$ cat config.mk
export PLATFORM = sky130hd
export DESIGN_NAME = acc_resp_adapter
export DESIGN_NICKNAME = d
export VERILOG_FILES = /design/src/rtl/acc_resp_adapter.sv
export SDC_FILE = /design/constraint.sdc
export NUM_CORES = 1
export LEC_CHECK = 0
export CAP_MARGIN = 20
export CORE_ASPECT_RATIO = 1.2
export CORE_MARGIN = 4
export CORE_UTILIZATION = 40
export CTS_CLUSTER_SIZE = 40
export DETAILED_ROUTE_END_ITERATION = 8
export PLACE_DENSITY = 0.74
export SLEW_MARGIN = 20
export SYNTH_ARGS = -nofsm -noshare
export SYNTH_HDL_FRONTEND = slang
export SYNTH_SLANG_ARGS = --single-unit
$ cat constraint.sdc
create_clock -name clk_i -period 2.8 [get_ports clk_i]
set_input_delay 0.56 -clock clk_i [delete_from_list [all_inputs] [get_ports clk_i]]
set_output_delay 0.56 -clock clk_i [all_outputs]
set_load 0.005 [all_outputs]
$ cat src/rtl/acc_resp_adapter.sv
// Accelerator-interface responder: registers offloaded requests toward the core and tags results with in-order IDs.
// Optional build macro ACC_RESP_ADAPTER_ORPHAN_DROP_EN accepts and drops results that arrive with no queued ID.
`default_nettype none

module acc_resp_adapter #(
  parameter int unsigned NumReq    = 1,
  parameter int unsigned DataWidth = 32,
  parameter int unsigned Depth     = 4,
  parameter int unsigned IdxWidth  = (NumReq > 1) ? $clog2(NumReq) : 1,
  parameter int unsigned IdWidth   = 5 + IdxWidth,
  parameter int unsigned CntWidth  = $clog2(Depth + 1)
) (
  input  logic                 clk_i,
  input  logic                 rst_ni,
  input  logic                 req_valid_i,
  output logic                 req_ready_o,
  input  logic [IdWidth-1:0]   req_id_i,
  input  logic [31:0]          req_instr_i,
  input  logic [DataWidth-1:0] req_rs1_i,
  input  logic [DataWidth-1:0] req_rs2_i,
  input  logic                 req_wb_i,
  output logic                 acc_valid_o,
  input  logic                 acc_ready_i,
  output logic [31:0]          acc_instr_o,
  output logic [DataWidth-1:0] acc_rs1_o,
  output logic [DataWidth-1:0] acc_rs2_o,
  input  logic                 acc_res_valid_i,
  output logic                 acc_res_ready_o,
  input  logic [DataWidth-1:0] acc_res_data_i,
  input  logic                 acc_res_error_i,
  output logic                 resp_valid_o,
  input  logic                 resp_ready_i,
  output logic [IdWidth-1:0]   resp_id_o,
  output logic [DataWidth-1:0] resp_data_o,
  output logic                 resp_error_o,
  output logic [CntWidth-1:0]  outstanding_o,
  output logic                 orphan_o
);

  localparam int unsigned PtrWidth = (Depth > 1) ? $clog2(Depth) : 1;
  localparam logic [CntWidth-1:0] DepthCnt = CntWidth'(Depth);
  localparam logic [PtrWidth-1:0] PtrLast  = PtrWidth'(Depth - 1);

  logic                 r_acc_valid;
  logic [31:0]          r_acc_instr;
  logic [DataWidth-1:0] r_acc_rs1;
  logic [DataWidth-1:0] r_acc_rs2;

  logic                 r_resp_valid;
  logic [IdWidth-1:0]   r_resp_id;
  logic [DataWidth-1:0] r_resp_data;
  logic                 r_resp_error;

  logic [IdWidth-1:0]   r_id_q [Depth];
  logic [PtrWidth-1:0]  r_wptr;
  logic [PtrWidth-1:0]  r_rptr;
  logic [CntWidth-1:0]  r_count;

  logic w_acc_take;
  logic w_q_space;
  logic w_q_nonempty;
  logic w_resp_take;
  logic w_req_hs;
  logic w_push;
  logic w_res_hs;
  logic w_pop;

  // Space is judged on the current count only; a same-cycle pop never makes room.
  assign w_acc_take   = !r_acc_valid || acc_ready_i;
  assign w_q_space    = (r_count < DepthCnt);
  assign w_q_nonempty = (r_count != '0);
  assign w_resp_take  = !r_resp_valid || resp_ready_i;

  assign req_ready_o  = w_acc_take && (!req_wb_i || w_q_space);
  assign w_req_hs     = req_valid_i && req_ready_o;
  assign w_push       = w_req_hs && req_wb_i;

`ifdef ACC_RESP_ADAPTER_ORPHAN_DROP_EN
  logic w_orphan;
  logic r_orphan;

  assign acc_res_ready_o = w_resp_take;
  assign w_orphan        = w_res_hs && !w_q_nonempty;
  assign orphan_o        = r_orphan;

  always_ff @(posedge clk_i) begin
    if (!rst_ni) begin
      r_orphan <= 1'b0;
    end else if (w_orphan) begin
      r_orphan <= 1'b1;
    end
  end
`else
  assign acc_res_ready_o = w_resp_take && w_q_nonempty;
  assign orphan_o        = 1'b0;
`endif

  assign w_res_hs = acc_res_valid_i && acc_res_ready_o;
  assign w_pop    = w_res_hs && w_q_nonempty;

  always_ff @(posedge clk_i) begin
    if (!rst_ni) begin
      r_acc_valid <= 1'b0;
      r_acc_instr <= '0;
      r_acc_rs1   <= '0;
      r_acc_rs2   <= '0;
    end else if (w_req_hs) begin
      r_acc_valid <= 1'b1;
      r_acc_instr <= req_instr_i;
      r_acc_rs1   <= req_rs1_i;
      r_acc_rs2   <= req_rs2_i;
    end else if (acc_ready_i) begin
      r_acc_valid <= 1'b0;
    end
  end

  always_ff @(posedge clk_i) begin
    if (!rst_ni) begin
      for (int i = 0; i < int'(Depth); i++) begin
        r_id_q[i] <= '0;
      end
      r_wptr <= '0;
    end else if (w_push) begin
      r_id_q[r_wptr] <= req_id_i;
      r_wptr         <= (r_wptr == PtrLast) ? '0 : r_wptr + PtrWidth'(1);
    end
  end

  always_ff @(posedge clk_i) begin
    if (!rst_ni) begin
      r_rptr <= '0;
    end else if (w_pop) begin
      r_rptr <= (r_rptr == PtrLast) ? '0 : r_rptr + PtrWidth'(1);
    end
  end

  always_ff @(posedge clk_i) begin
    if (!rst_ni) begin
      r_count <= '0;
    end else begin
      case ({w_push, w_pop})
        2'b10:   r_count <= r_count + CntWidth'(1);
        2'b01:   r_count <= r_count - CntWidth'(1);
        default: r_count <= r_count;
      endcase
    end
  end

  // Payload loads only on a real pop, so an orphan never disturbs a stalled response.
  always_ff @(posedge clk_i) begin
    if (!rst_ni) begin
      r_resp_valid <= 1'b0;
      r_resp_id    <= '0;
      r_resp_data  <= '0;
      r_resp_error <= 1'b0;
    end else if (w_pop) begin
      r_resp_valid <= 1'b1;
      r_resp_id    <= r_id_q[r_rptr];
      r_resp_data  <= acc_res_data_i;
      r_resp_error <= acc_res_error_i;
    end else if (resp_ready_i) begin
      r_resp_valid <= 1'b0;
    end
  end

  assign acc_valid_o   = r_acc_valid;
  assign acc_instr_o   = r_acc_instr;
  assign acc_rs1_o     = r_acc_rs1;
  assign acc_rs2_o     = r_acc_rs2;
  assign resp_valid_o  = r_resp_valid;
  assign resp_id_o     = r_resp_id;
  assign resp_data_o   = r_resp_data;
  assign resp_error_o  = r_resp_error;
  assign outstanding_o = r_count;

endmodule

`default_nettype wire

After elaboration in Yosys (flattened, before gate mapping)

Memories as Yosys holds them, arrays and structs flattened. A register that Yosys moved wholly into a read port is not among the register bits.
Cells that the tools add are included.

Register bits: 138
Latch bits: 0
RAM bits: 24
Memory bits (read-only): 0
Input port bits: 142
Output and inout port bits: 143
Word-level logic and storage cells: 52
Memories: 1

Add/subtract/negate cells: 4
$mul: 0
Divide/modulo/power cells: 0
Magnitude comparators: 1
Eq/ne operators: 4
Shift operators: 0
Muxes and demuxes: 14
Bitwise gates (word level): 0
Reduce and logical (&&, ||, !) cells: 18

Memories:

| memory | words | bits a word | read ports | clocked after memory_dff | write ports | line | text |
|---|---|---|---|---|---|---|---|
| r_id_q | 4     | 6           | 1          | 1                        | 4           | 54   | `logic [IdWidth-1:0] r_id_q [Depth];` |

Operators with widths:

| kind                | count |
|---|---|
| $mux 1              | 9 |
| $eq 2x2->1 const B  | 3 |
| $logic_and 1x1->1   | 6 |
| $mux 2              | 3 |
| $mux 6              | 1 |
| $pmux 3 s2          | 1 |
| $reduce_bool 2->1   | 3 |
| $reduce_or 6->1     | 1 |
| $add 2x1->2 const B | 2 |
| $logic_not 1->1     | 4 |
| $add 3x1->3 const B | 1 |
| $logic_or 1x1->1    | 3 |
| $lt 3x3->1 const B  | 1 |
| $reduce_bool 3->1   | 1 |
| $sub 3x1->3 const B | 1 |
| $eq 2x1->1 const B  | 1 |

Logic depth before layout (Yosys ltp)

Word-level depth: 10
Mapped depth: 9
Gate-level depth less buffers: 8

Least setup slack after synthesis

No wires, ideal clock.

Path kind: input-to-reg
Start point: input acc_res_valid_i
End point: register r_count[2], in the netlist outstanding_o[2]
Arrival: 2.407 ns
Required time: 2.730 ns
Slack: 0.323 ns
Stages on the path: 9
Cell sequence: buf_2 -> inv_2 -> nor3_2 -> ha_1 -> inv_1 -> fa_1 -> xor2_1 -> or3_1 -> a21oi_1

Longest elaborated chain between the ends: 4
Elaborated cells between the ends (all ways): 6
Those cells by class: eq/ne: 2; mux: 1; reduce/logical: 3

RTL lines:

| element                                         | line | text |
|---|---|---|
| from (decl)                                     | 27   | `input logic acc_res_valid_i,` |
| $logic_and 1x1->1 *                             | 98   | `assign w_res_hs = acc_res_valid_i && acc_res_ready_o;` |
| $logic_and 1x1->1 *                             | 99   | `assign w_pop = w_res_hs && w_q_nonempty;` |
| named net w_pop                                 | 66   | `logic w_pop;` |
| $eq 2x1->1 or $eq 2x2->1 (tied branches)        | 141  | `case ({w_push, w_pop})` |
| $pmux 3 s2 or $reduce_bool 2->1 (tied branches) | n/a  |  |
| to (signal assigned)                            | 142  | `2'b10: r_count <= r_count + CntWidth'(1);` |
| to (signal assigned)                            | 143  | `2'b01: r_count <= r_count - CntWidth'(1);` |
| to (signal assigned)                            | 144  | `default: r_count <= r_count;` |
| to (decl)                                       | 57   | `logic [CntWidth-1:0] r_count;` |

The timed path passes the listed nets; every way through them passes the cells marked *.
A chain may end at the register's enable or synchronous reset.

Final worst setup path

Start point: input resp_ready_i
End point: output acc_res_ready_o

Longest elaborated chain between the ends: 2

RTL lines:

| element           | line | text |
|---|---|---|
| from (decl)       | 32   | `input logic resp_ready_i,` |
| $logic_or 1x1->1  | 72   | `assign w_resp_take = !r_resp_valid \|\| resp_ready_i;` |
| $logic_and 1x1->1 | 94   | `assign acc_res_ready_o = w_resp_take && w_q_nonempty;` |
| to (decl)         | 28   | `output logic acc_res_ready_o,` |

No other way between the ends.

==> run metrics <==
total grt overflow=0; DRC viols=0; Via density=5.873; NetSw=2243 uW; most frequent cells in the layout=282 x clkdlybuf4s50_1, 144 x dfxtp_1, 134 x a21oi_1; Worst Setup Start Kind=input pin; synthesis-to-layout area growth=47.26%; Max Root-Sink Buffers=2; maximum capacitance violations=0; hpwl dp=15330 um; RSZ-0062 raised after global routing=no; Gates resized, CTS repair=0; Setup Skew=0.01888 ns; Die Wd=131.4 um; Slew headroom=0.2788; Die Footprint=20500 um^2; CTS tree=done; Crit path arrival time=2.10 ns; Main synth FF type=dfxtp_1; WL final=24140 um; most frequent cell on the critical path=clkdlybuf4s50_1; number of flops mapped to enable cells by yosys=24; antenna-violating nets left=0; CP max-delay cell=clkdlybuf4s50_1; Core ar.=17710 um^2; WL/cell=19.77 um; Seq/Total Area, Yosys=0.4933; setup ws final=0.1440 ns; Post-layout nets=1134; sw frac=0.3105; yosys warns=0; worst slack, placed=0.08156 ns; initial core utilization=0.4126; largest net degree at the start of global routing=98; commonest non-fill, non-tap cell in the layout=clkdlybuf4s50_1; fin util=0.6075; layout cell share with drive strength beyond 1=0.07792; clock share of power=0.321; crit path time final=2.656 ns; Cell Chain, Critical Path=clkdlybuf4s50_1 > nor2b_2 > buf_4 > nor2_1 > clkdlybuf4s50_1; Setup TNS=0 ns; P_leak=0.003920 uW; Slew @ Worst Pin=1.082 ns; Die Y=156.0 um; GR Util All Layers=0.2299; final hold vios=0; Layout Cells excl Fill=1221; Synth cell types=33; vias in the first global route=6942; HP Class=flop to flop; CTS Sinks=168; Max Slew Vio Count=0; power share of the sequential group=0.401; H-tree levels=4; Cell Pwr Density=671.5 nW/um^2; GP Congestion=0.7766; WP data required=2.24 ns; Max Fclk=0.3765 GHz; first-pass GRT wire length=38520 um; hold path start=acc_instr_o[23]; initial antenna violation count=0; Filler cells=1542; row count=53; Worst VDD drop=0.0005134 V; Comb power frac=0.278; Cells after Synth=767; fraction of the cycle the final worst path needs=0.9486; CP Capture Type=output port; Placed Cells=1188; CTS Root Cell=clkbuf_16; delay of the slowest critical-path stage=0.45 ns; outcome=finished, final reports clean; hold buffers post-CTS=0; syn nets=913; CTS Buf Count=17; total number of vias=7171; post-CTS setup buffers=0; worst skew pair latency=0.43 ns; async set or reset register ratio after synthesis=0; final setup fails=0; quantity of I/O buffers inserted on ports=283; First-pass DRT Iterations=5; crit path kind=input pin to output port; Avg Cell Area, Syn=9.523 um^2; number of synthesized register bits=168; CP startpoint=resp_ready_i; Initial DRC Count=471; Int Power=4981 uW; Reg-to-Reg Start=outstanding_o[2]; synthesized area=7305 um^2; I/O Pins=285; Max FO, Critical Path=37; ant diodes=0; clock transition at the registers of the reported paths=0.07 ns
metrics by stage:
| step | cell area (um^2) | total power [uW] | hold WS (ns) |
|---|---|---|---|
| 6_report | 10760 | 7223 | 0.4659 |
| 5_1_grt | 10760 | 7579 | 0.4841 |
| 4_1_cts | 10730 | 7282 | 0.4682 |
| 3_5_place_dp | 10150 | 4940 | 0.4589 |
| 3_3_place_gp | 10150 | 4920 | 0.4527 |
| 2_1_floorplan | 7305 | 3991 | 0.4626 |
synth_stat cells, types with 3 or more instances:
cell type  number  share of area
buf_6           4         0.0062
nor2_1          8         0.0041
o31ai_1       131           0.13
ha_1            3         0.0051
buf_1           7         0.0036
mux4_2          6          0.018
and2_1         25          0.021
edfxtp_1       24          0.099
nand2_1        11         0.0057
buf_4           7         0.0072
buf_2          40          0.027
nand2b_1        5         0.0043
dfxtp_1       144           0.39
inv_1           9         0.0046
clkbuf_1       47          0.024
a21oi_1       134          0.092
inv_2           3         0.0015
or3_1           3         0.0026
o22ai_1         6         0.0051
nand4_1       132           0.11
metal layers:
layer / vias up / track usage / routed length (um)
met1: 3425 / 0.2884 / 9864
li1: 3414 / - / -
met3: 26 / 0.08581 / 2267
met5: - / 0 / 0
met2: 306 / 0.3725 / 11630
met4: 0 / 0.07004 / 381
final cells by class:
cell class / instances / area, um^2 / area share
clock inverters: 14 / 140.1 / 0.01303
inverters: 12 / 47.55 / 0.004420
flip-flops and latches: 168 / 3603 / 0.3350
multi-input cells: 482 / 3183 / 0.2959
clock buffers: 18 / 439.2 / 0.04083
well taps: 220 / 275.3 / 0.02559
repair buffers: 307 / 3068 / 0.2852
power by group through the flow:
stage / clock (uW) / sequential [uW] / combinational (uW)
global route: 2470 / 2930 / 2180
floorplan: 0 / 2930 / 1060
detailed placement: 0 / 2950 / 1990
global placement: 0 / 2940 / 1980
CTS: 2380 / 2900 / 2000
finish: 2320 / 2900 / 2010
cell families (layout without fill, tap and decap cells):
| kind of cell | after synthesis | after routing | share of synthesized area |
|---|---|---|---|
| simple gates | 193 | 193 | 0.1660 |
| mux | 8 | 8 | 0.02124 |
| other cells | 1 | 1 | 0.0005134 |
| fa+ha+maj | 4 | 4 | 0.007880 |
| xor+xnor | 2 | 2 | 0.002399 |
| compound gates | 274 | 274 | 0.2340 |
| buf+inv | 117 | 351 | 0.07468 |
| flops | 168 | 168 | 0.4933 |
critical path, delay by kind of cell:
| kind | cells | cell delay, ns |
|---|---|---|
| and+or+nand+nor | 2 | 0.25 |
| buffers and inverters | 3 | 1.28 |
state kept, by name, indices dropped and copies added, names as in the netlist:
| register | flops |
|---|---|
| resp_data_o | 32 |
| acc_instr_o | 32 |
| acc_rs2_o | 32 |
| r_wptr | 2 |
| acc_valid_o | 1 |
| outstanding_o | 3 |
| acc_rs1_o | 32 |
| r_rptr | 2 |
| resp_id_o | 6 |
| r_id_q | 24 |
| resp_error_o | 1 |
| resp_valid_o | 1 |
path summary, 6_finish.rpt:
| kind | depth (start not counted) | to | slack, ns |
|---|---|---|---|
| setup / recovery | 5 | acc_res_ready_o | 0.14 |
| hold / removal | 2 | acc_instr_o[23] | 0.47 |
| setup reg to reg | 8 | outstanding_o[2] | 0.55 |
| hold reg to reg | 2 | acc_instr_o[23] | 0.47 |
Power figures use the tool's default switching activity.
